--- src/rtl/alu_rr_sched_pkg.sv ---
// Shared encodings for the round-robin ALU scheduler: ALU op codes and FSM states.
package alu_rr_sched_pkg;

    localparam logic [1:0] ALU_ADD = 2'b00;
    localparam logic [1:0] ALU_SUB = 2'b01;
    localparam logic [1:0] ALU_AND = 2'b10;
    localparam logic [1:0] ALU_OR  = 2'b11;

    typedef enum logic [1:0] {
        StIdle,
        StExec,
        StResp
    } state_e;

endpackage

--- src/rtl/alu.sv ---
// Combinational ALU: add/sub/and/or with overflow, negative and zero flags.
module alu
    import alu_rr_sched_pkg::*;
#(
    parameter int unsigned n = 32
) (
    input  logic [1:0]   ctrl,
    input  logic [n-1:0] a,
    input  logic [n-1:0] b,
    output logic [n-1:0] r,
    output logic         ovf,
    output logic         neg,
    output logic         zero
);

    always_comb begin
        r   = '0;
        ovf = 1'b0;
        unique case (ctrl)
            ALU_ADD: begin
                r   = a + b;
                ovf = (a[n-1] == b[n-1]) && (r[n-1] != a[n-1]);
            end
            ALU_SUB: begin
                r   = a - b;
                ovf = (a[n-1] != b[n-1]) && (r[n-1] != a[n-1]);
            end
            ALU_AND: r = a & b;
            ALU_OR:  r = a | b;
            default: r = '0;
        endcase
        neg  = r[n-1];
        zero = (r == '0);
    end

endmodule

--- src/rtl/rr_arb2.sv ---
// Two-way round-robin grant: on a tie the requester that did not win last time is chosen.
module rr_arb2 (
    input  logic [1:0] valid,
    input  logic       last_grant,
    output logic       gnt_valid,
    output logic       gnt_id
);

    always_comb begin
        gnt_valid = |valid;
        gnt_id    = (&valid) ? ~last_grant : valid[1];
    end

endmodule

--- src/rtl/alu_rr_sched.sv ---
// Shares one ALU between two requesters: round-robin accept, execute, hold result until consumed.
module alu_rr_sched
    import alu_rr_sched_pkg::*;
#(
    parameter int unsigned n  = 32,
    parameter int unsigned CW = 16
) (
    input  logic          clk,
    input  logic          rst,
    input  logic          req0_valid,
    output logic          req0_ready,
    input  logic [1:0]    req0_ctrl,
    input  logic [n-1:0]  req0_a,
    input  logic [n-1:0]  req0_b,
    input  logic          req1_valid,
    output logic          req1_ready,
    input  logic [1:0]    req1_ctrl,
    input  logic [n-1:0]  req1_a,
    input  logic [n-1:0]  req1_b,
    output logic          rsp_valid,
    input  logic          rsp_ready,
    output logic          rsp_id,
    output logic [n-1:0]  rsp_r,
    output logic          rsp_o,
    output logic          rsp_n,
    output logic          rsp_z,
    output logic          busy,
    output logic [CW-1:0] ovf_cnt
);

    state_e       state_q;
    logic         last_grant_q;
    logic         op_id_q;
    logic [1:0]   op_ctrl_q;
    logic [n-1:0] op_a_q;
    logic [n-1:0] op_b_q;

    logic         gnt_valid;
    logic         gnt_id;
    logic [n-1:0] alu_r;
    logic         alu_ovf;
    logic         alu_neg;
    logic         alu_zero;

    rr_arb2 u_arb (
        .valid      ({req1_valid, req0_valid}),
        .last_grant (last_grant_q),
        .gnt_valid  (gnt_valid),
        .gnt_id     (gnt_id)
    );

    alu #(
        .n (n)
    ) u_alu (
        .ctrl (op_ctrl_q),
        .a    (op_a_q),
        .b    (op_b_q),
        .r    (alu_r),
        .ovf  (alu_ovf),
        .neg  (alu_neg),
        .zero (alu_zero)
    );

    always_comb begin
        req0_ready = (state_q == StIdle) && gnt_valid && !gnt_id;
        req1_ready = (state_q == StIdle) && gnt_valid && gnt_id;
        busy       = (state_q != StIdle);
    end

    always_ff @(posedge clk) begin
        if (rst) begin
            state_q      <= StIdle;
            last_grant_q <= 1'b1;
            op_id_q      <= 1'b0;
            op_ctrl_q    <= ALU_ADD;
            op_a_q       <= '0;
            op_b_q       <= '0;
            rsp_valid    <= 1'b0;
            rsp_id       <= 1'b0;
            rsp_r        <= '0;
            rsp_o        <= 1'b0;
            rsp_n        <= 1'b0;
            rsp_z        <= 1'b0;
            ovf_cnt      <= '0;
        end else begin
            unique case (state_q)
                StIdle: begin
                    if (gnt_valid) begin
                        op_ctrl_q    <= gnt_id ? req1_ctrl : req0_ctrl;
                        op_a_q       <= gnt_id ? req1_a : req0_a;
                        op_b_q       <= gnt_id ? req1_b : req0_b;
                        op_id_q      <= gnt_id;
                        last_grant_q <= gnt_id;
                        state_q      <= StExec;
                    end
                end
                StExec: begin
                    rsp_valid <= 1'b1;
                    rsp_id    <= op_id_q;
                    rsp_r     <= alu_r;
                    rsp_o     <= alu_ovf;
                    rsp_n     <= alu_neg;
                    rsp_z     <= alu_zero;
                    // Saturate rather than wrap so a full counter stays meaningful.
                    if (alu_ovf && (ovf_cnt != '1)) begin
                        ovf_cnt <= ovf_cnt + CW'(1);
                    end
                    state_q <= StResp;
                end
                StResp: begin
                    if (rsp_ready) begin
                        rsp_valid <= 1'b0;
                        state_q   <= StIdle;
                    end
                end
                default: state_q <= StIdle;
            endcase
        end
    end

endmodule

--- config.mk ---
export PLATFORM = sky130hd
export DESIGN_NAME = alu_rr_sched
export DESIGN_NICKNAME = d
export VERILOG_FILES = /design/src/rtl/alu_rr_sched_pkg.sv /design/src/rtl/alu.sv /design/src/rtl/rr_arb2.sv /design/src/rtl/alu_rr_sched.sv
export SDC_FILE = /design/constraint.sdc
export NUM_CORES = 1
export LEC_CHECK = 0
export CAP_MARGIN = 20
export CORE_ASPECT_RATIO = 1.2
export CORE_MARGIN = 5
export CORE_UTILIZATION = 35
export CTS_BUF_LIST = sky130_fd_sc_hd__clkbuf_4 sky130_fd_sc_hd__clkbuf_8
export DETAILED_ROUTE_END_ITERATION = 8
export PLACE_DENSITY = 0.61
export SLEW_MARGIN = 20
export SYNTH_ARGS = -nofsm -noshare
export SYNTH_HDL_FRONTEND = slang
export SYNTH_SLANG_ARGS = --single-unit
--- constraint.sdc ---
create_clock -name clk -period 7.42 [get_ports clk]
set_clock_uncertainty 0.05 [all_clocks]
set_input_delay 1.484 -clock clk [delete_from_list [all_inputs] [get_ports clk]]
set_output_delay 1.484 -clock clk [all_outputs]
set_load 0.02 [all_outputs]
==> Implementation_results.wiki <==
{| class="wikitable"
! Metric !! Value
|-
| Largest family of logic cells by synthesized area || compound AO/OA/AOI/OAI gates
|-
| HPWL after DPL || 26.5 mm
|-
| Final Hold Viols || 0
|-
| Run status || completed
|-
| Area Growth Syn to Fin || 25.8%
|-
| Number of detailed-routing iterations run before antenna repair || 6
|-
| Wire length of the first global-routing pass || 54.2 mm
|-
| Number of violations reported at the end of detailed-routing iteration 0 || approximately 1100
|-
| Switching pwr || roughly 0.0010 W
|-
| Post-CTS Setup Repair Bufs || 0
|-
| Number of library cell types mapped by synthesis || slightly below 90
|-
| Flop pwr share || 30.6%
|-
| Width of the die || ~160 um
|-
| CTS tree || yes
|-
| Routed len/inst || 19.2 um
|-
| Final critical delay including setup and external delays || 5.14 ns
|-
| Pins over their slew limit || 0
|-
| Critical path startpoint category || input pin
|-
| Nature of the critical path endpoint || output port
|-
| Slew at the pin with the worst max-slew slack || 0.785 ns
|-
| Cts repair resizes || 0
|-
| Simple-gate area share of the yosys netlist || 19.7%
|-
| Power Dens Cells || ~200 nW/um2
|-
| Setup violations, final || 0
|-
| Internal power || between 0.001 and 0.0015 W
|-
| Number of remaining DRC errors || 0
|-
| Global routing usage summed across all routing layers || between 20% and 30%
|-
| Share of the cycle needed by the critical path after routing || 69.3%
|-
| Slew HR || a little under half
|-
| Average cell area after synthesis || 7.68 um2
|-
| Synthesized Nets || approximately 1500
|-
| Synth Area in Adders || roughly 13%
|-
| Count of non-filler cells in the finished layout || ~1800
|-
| Static Leakage || ~4.6 nW
|-
| Total clock buffers created by CTS || 17
|-
| Number of clock sinks seen by CTS || 122
|-
| Fraction of power consumed by the clock network || around 26%
|-
| Number of filler instances in the final layout || 2909
|-
| RSZ-0062 raised after global routing || no
|-
| Final Total Pwr || 0.00249 W
|-
| Synthesized cell area || 9810 um2
|-
| Initial standard-cell utilization of the core || 35.2%
|-
| WHS || 0.407 ns
|-
| Mux share of post-synthesis cell area || 2.08%
|-
| Max-cap violation count || 0
|-
| Number of synthesized flops with an enable pin || 0
|-
| Sw Ratio || about two fifths
|-
| Combinational share of power || around 44%
|-
| Number of flip-flops and latches in the synthesized netlist || 122
|-
| Path type of the worst min-delay path || reg -> reg
|-
| Number of nets in the finished design || roughly 1600
|-
| Routability congestion estimate || 0.926
|-
| CP Data Required Time || 5.89 ns
|-
| Total of hold buffers inserted after clock tree synthesis || 0
|-
| Crit path DAT || about 3.6 ns
|-
| ANT cells || 0
|-
| Synth warnings || 0
|-
| Cell Rows || 67
|-
| Maximum frequency from static timing analysis || 0.195 GHz
|-
| Fraction of layout cells with a size suffix above 1 || 6.31%
|-
| Die boundary height || approximately 190 um
|-
| Reg clk slew, reported paths || approximately 0.080 ns
|-
| Largest driver fanout on the critical path || between 60 and 70
|-
| Worst-case vdd ir drop || ~0.00012 V
|-
| DR vias/cell || around 5.6
|-
| CP max stage cell || sky130_fd_sc_hd__clkdlybuf4s50_1
|-
| H-tree depth || 4
|-
| Most common cell type on the critical path || sky130_fd_sc_hd__clkdlybuf4s50_1
|-
| Kind of critical path || in -> out
|-
| Clock latency reported for the late side of the worst-skew pair || around 0.47 ns
|-
| Seq/Total Area, Yosys || about a quarter
|-
| Cell-by-cell listing of the critical path || clkdlybuf4s50_1 -> o21ai_0 -> nor2_4 -> buf_4 -> clkdlybuf4s50_1
|-
| Floorplan die area || 31500 um2
|-
| Area of the placeable core || 27800 um2
|-
| Dominant synthesized flop cell || sky130_fd_sc_hd__dfxtp_1
|-
| Total Routed Length || approximately 35 mm
|-
| Largest net degree at the start of global routing || 70
|-
| Root buffer cell || sky130_fd_sc_hd__clkbuf_8
|-
| Xor-xnor portion of the synthesized cell area || ~3.3%
|-
| Final Core Density || between 40% and 50%
|-
| Number of buffers between clock root and the deepest sink || 2
|-
| Gate Count Post-Synth || 1278
|-
| Overflow after GRT || 0
|-
| Largest incremental delay on the critical path || 0.74 ns
|-
| Proportion of synthesized flip-flops having asynchronous set or reset || 0%
|-
| Post-Route Setup TNS || 0 ns
|-
| Antenna Nets Post-Route || 0
|-
| Count of pins on the block boundary || roughly 190
|-
| Via count || 10200
|-
| Vias in the first global route || 9799
|-
| Port Buffer Count || roughly 190
|-
| Compound-gate portion of the synthesized area || between 20% and 30%
|-
| Cell Count Post-Placement || 1773
|-
| Antenna violations before repair || 0
|}
cells in the final DEF, fill, tap and decap left out, types with 5 or more instances in the layout:
cell                              Yosys  routed
sky130_fd_sc_hd__dfxtp_1            122     121
sky130_fd_sc_hd__xnor2_1             34      34
sky130_fd_sc_hd__nor2b_1             11      10
sky130_fd_sc_hd__o21ai_0             50      50
sky130_fd_sc_hd__o211ai_1            18      18
sky130_fd_sc_hd__nor3_1              26      26
sky130_fd_sc_hd__o22ai_1              9       9
sky130_fd_sc_hd__or3_1                6       6
sky130_fd_sc_hd__clkdlybuf4s50_1      0     191
sky130_fd_sc_hd__a21o_1              11      11
sky130_fd_sc_hd__a31oi_1              8       8
sky130_fd_sc_hd__nand2b_1             6       6
sky130_fd_sc_hd__nor2_1             187     186
sky130_fd_sc_hd__mux2i_1              8       8
sky130_fd_sc_hd__a21oi_1            101     101
sky130_fd_sc_hd__and2_1               5       5
sky130_fd_sc_hd__clkbuf_8             0      17
sky130_fd_sc_hd__nand4_1             15      15
sky130_fd_sc_hd__nand3_1             25      25
sky130_fd_sc_hd__buf_4                3      13
sky130_fd_sc_hd__a222oi_1            66      66
sky130_fd_sc_hd__o21bai_1            10      10
sky130_fd_sc_hd__nor4_1              14      14
sky130_fd_sc_hd__a211oi_1            31      31
sky130_fd_sc_hd__nor3b_1              5       5
sky130_fd_sc_hd__ha_1                96      96
sky130_fd_sc_hd__nand2_1             90      90
sky130_fd_sc_hd__o31ai_1             13      13
sky130_fd_sc_hd__inv_1              105     105
sky130_fd_sc_hd__o21a_1              11      11
sky130_fd_sc_hd__a211o_1              6       6
per-stage QoR:
step,setup slack [ns],instance area (um2)
after floorplan,3.65,9810
after global placement,2.25,11900
after detailed placement,2.23,11900
after CTS,2.23,12300
after global routing,2.15,12300
final,2.28,12300
cell families after synthesis:
family,count (synthesis)
xor+xnor,37
simple gates,415
buf+inv,195
compound gates,396
mux,15
fa+ha+maj,98
flops,122
worst paths after layout:
path | startpoint | end | slack [ns] | cells past startpoint
min | op_id_q | rsp_id | 0.41 | 2
max reg2reg | op_b_q[18] | ovf_cnt[15] | 3.23 | 13
min reg2reg | op_id_q | rsp_id | 0.41 | 2
max | req0_valid | req0_ready | 2.28 | 5
state kept, by name (all words and copies together), names as in the netlist:
name,count
op_ctrl_q,2
op_a_q,32
rsp_z,1
rsp_o,1
op_id_q,1
rsp_id,1
state_q,2
op_b_q,32
rsp_r,32
ovf_cnt,16
last_grant_q,1
rsp_valid,1
cell type report:
cell class,instances,area (um2),share of cell area (%)
clock buffers,17,234,1.90
repair buffers,204,2010,16.3
clock inverters,15,180,1.46
flip-flops and latches,122,2440,19.8
inverters,107,402,3.25
well taps,379,474,3.84
multi-input cells,961,6600,53.5
synth_stat cells (4+ instances only):
master / n / area, um2
sky130_fd_sc_hd__nor2_1: 187 / 702
sky130_fd_sc_hd__dfxtp_1: 122 / 2440
sky130_fd_sc_hd__inv_1: 105 / 394
sky130_fd_sc_hd__a21oi_1: 101 / 505
sky130_fd_sc_hd__ha_1: 96 / 1200
sky130_fd_sc_hd__nand2_1: 90 / 338
sky130_fd_sc_hd__a222oi_1: 66 / 661
sky130_fd_sc_hd__clkbuf_1: 52 / 195
sky130_fd_sc_hd__o21ai_0: 50 / 250
sky130_fd_sc_hd__xnor2_1: 34 / 298
sky130_fd_sc_hd__a211oi_1: 31 / 233
sky130_fd_sc_hd__nor3_1: 26 / 130
sky130_fd_sc_hd__nand3_1: 25 / 125
sky130_fd_sc_hd__buf_2: 19 / 95.1
sky130_fd_sc_hd__o211ai_1: 18 / 135
sky130_fd_sc_hd__nand4_1: 15 / 93.8
sky130_fd_sc_hd__nor4_1: 14 / 87.6
sky130_fd_sc_hd__o31ai_1: 13 / 97.6
sky130_fd_sc_hd__a21o_1: 11 / 82.6
sky130_fd_sc_hd__buf_1: 11 / 41.3
sky130_fd_sc_hd__nor2b_1: 11 / 68.8
sky130_fd_sc_hd__o21a_1: 11 / 82.6
sky130_fd_sc_hd__o21bai_1: 10 / 75.1
sky130_fd_sc_hd__o22ai_1: 9 / 56.3
sky130_fd_sc_hd__a31oi_1: 8 / 50.1
sky130_fd_sc_hd__mux2i_1: 8 / 80.1
sky130_fd_sc_hd__a211o_1: 6 / 52.6
sky130_fd_sc_hd__nand2b_1: 6 / 37.5
sky130_fd_sc_hd__or3_1: 6 / 37.5
sky130_fd_sc_hd__and2_1: 5 / 31.3
sky130_fd_sc_hd__and3_1: 5 / 31.3
sky130_fd_sc_hd__nor3b_1: 5 / 37.5
sky130_fd_sc_hd__o21ai_1: 5 / 25.0
sky130_fd_sc_hd__mux4_2: 4 / 90.1
sky130_fd_sc_hd__o31a_1: 4 / 35.0
sky130_fd_sc_hd__or2_2: 4 / 25.0
power groups by stage:
stage / clock (W) / sequential (W) / combinational (W)
after floorplan: 0 / 0.000784 / 0.000703
after global placement: 0 / 0.000777 / 0.00107
after detailed placement: 0 / 0.000779 / 0.00107
after CTS: 0.000661 / 0.000764 / 0.00107
after global routing: 0.000690 / 0.000773 / 0.00118
final: 0.000645 / 0.000763 / 0.00108
metal layers:
metal,track usage (%),routed length [um],vias up
met5,0,0,-
met4,5.56,622,0
met3,3.60,2340,44
met2,34.4,16000,367
met1,29.3,15700,4851
li1,-,-,4933
worst max-delay path, delay by kind of cell:
kind            cells  cell delay, ns
compound gates      1            0.17
buf+inv             3            1.82
simple gates        1            0.10
(Power assumes the default switching activity.)
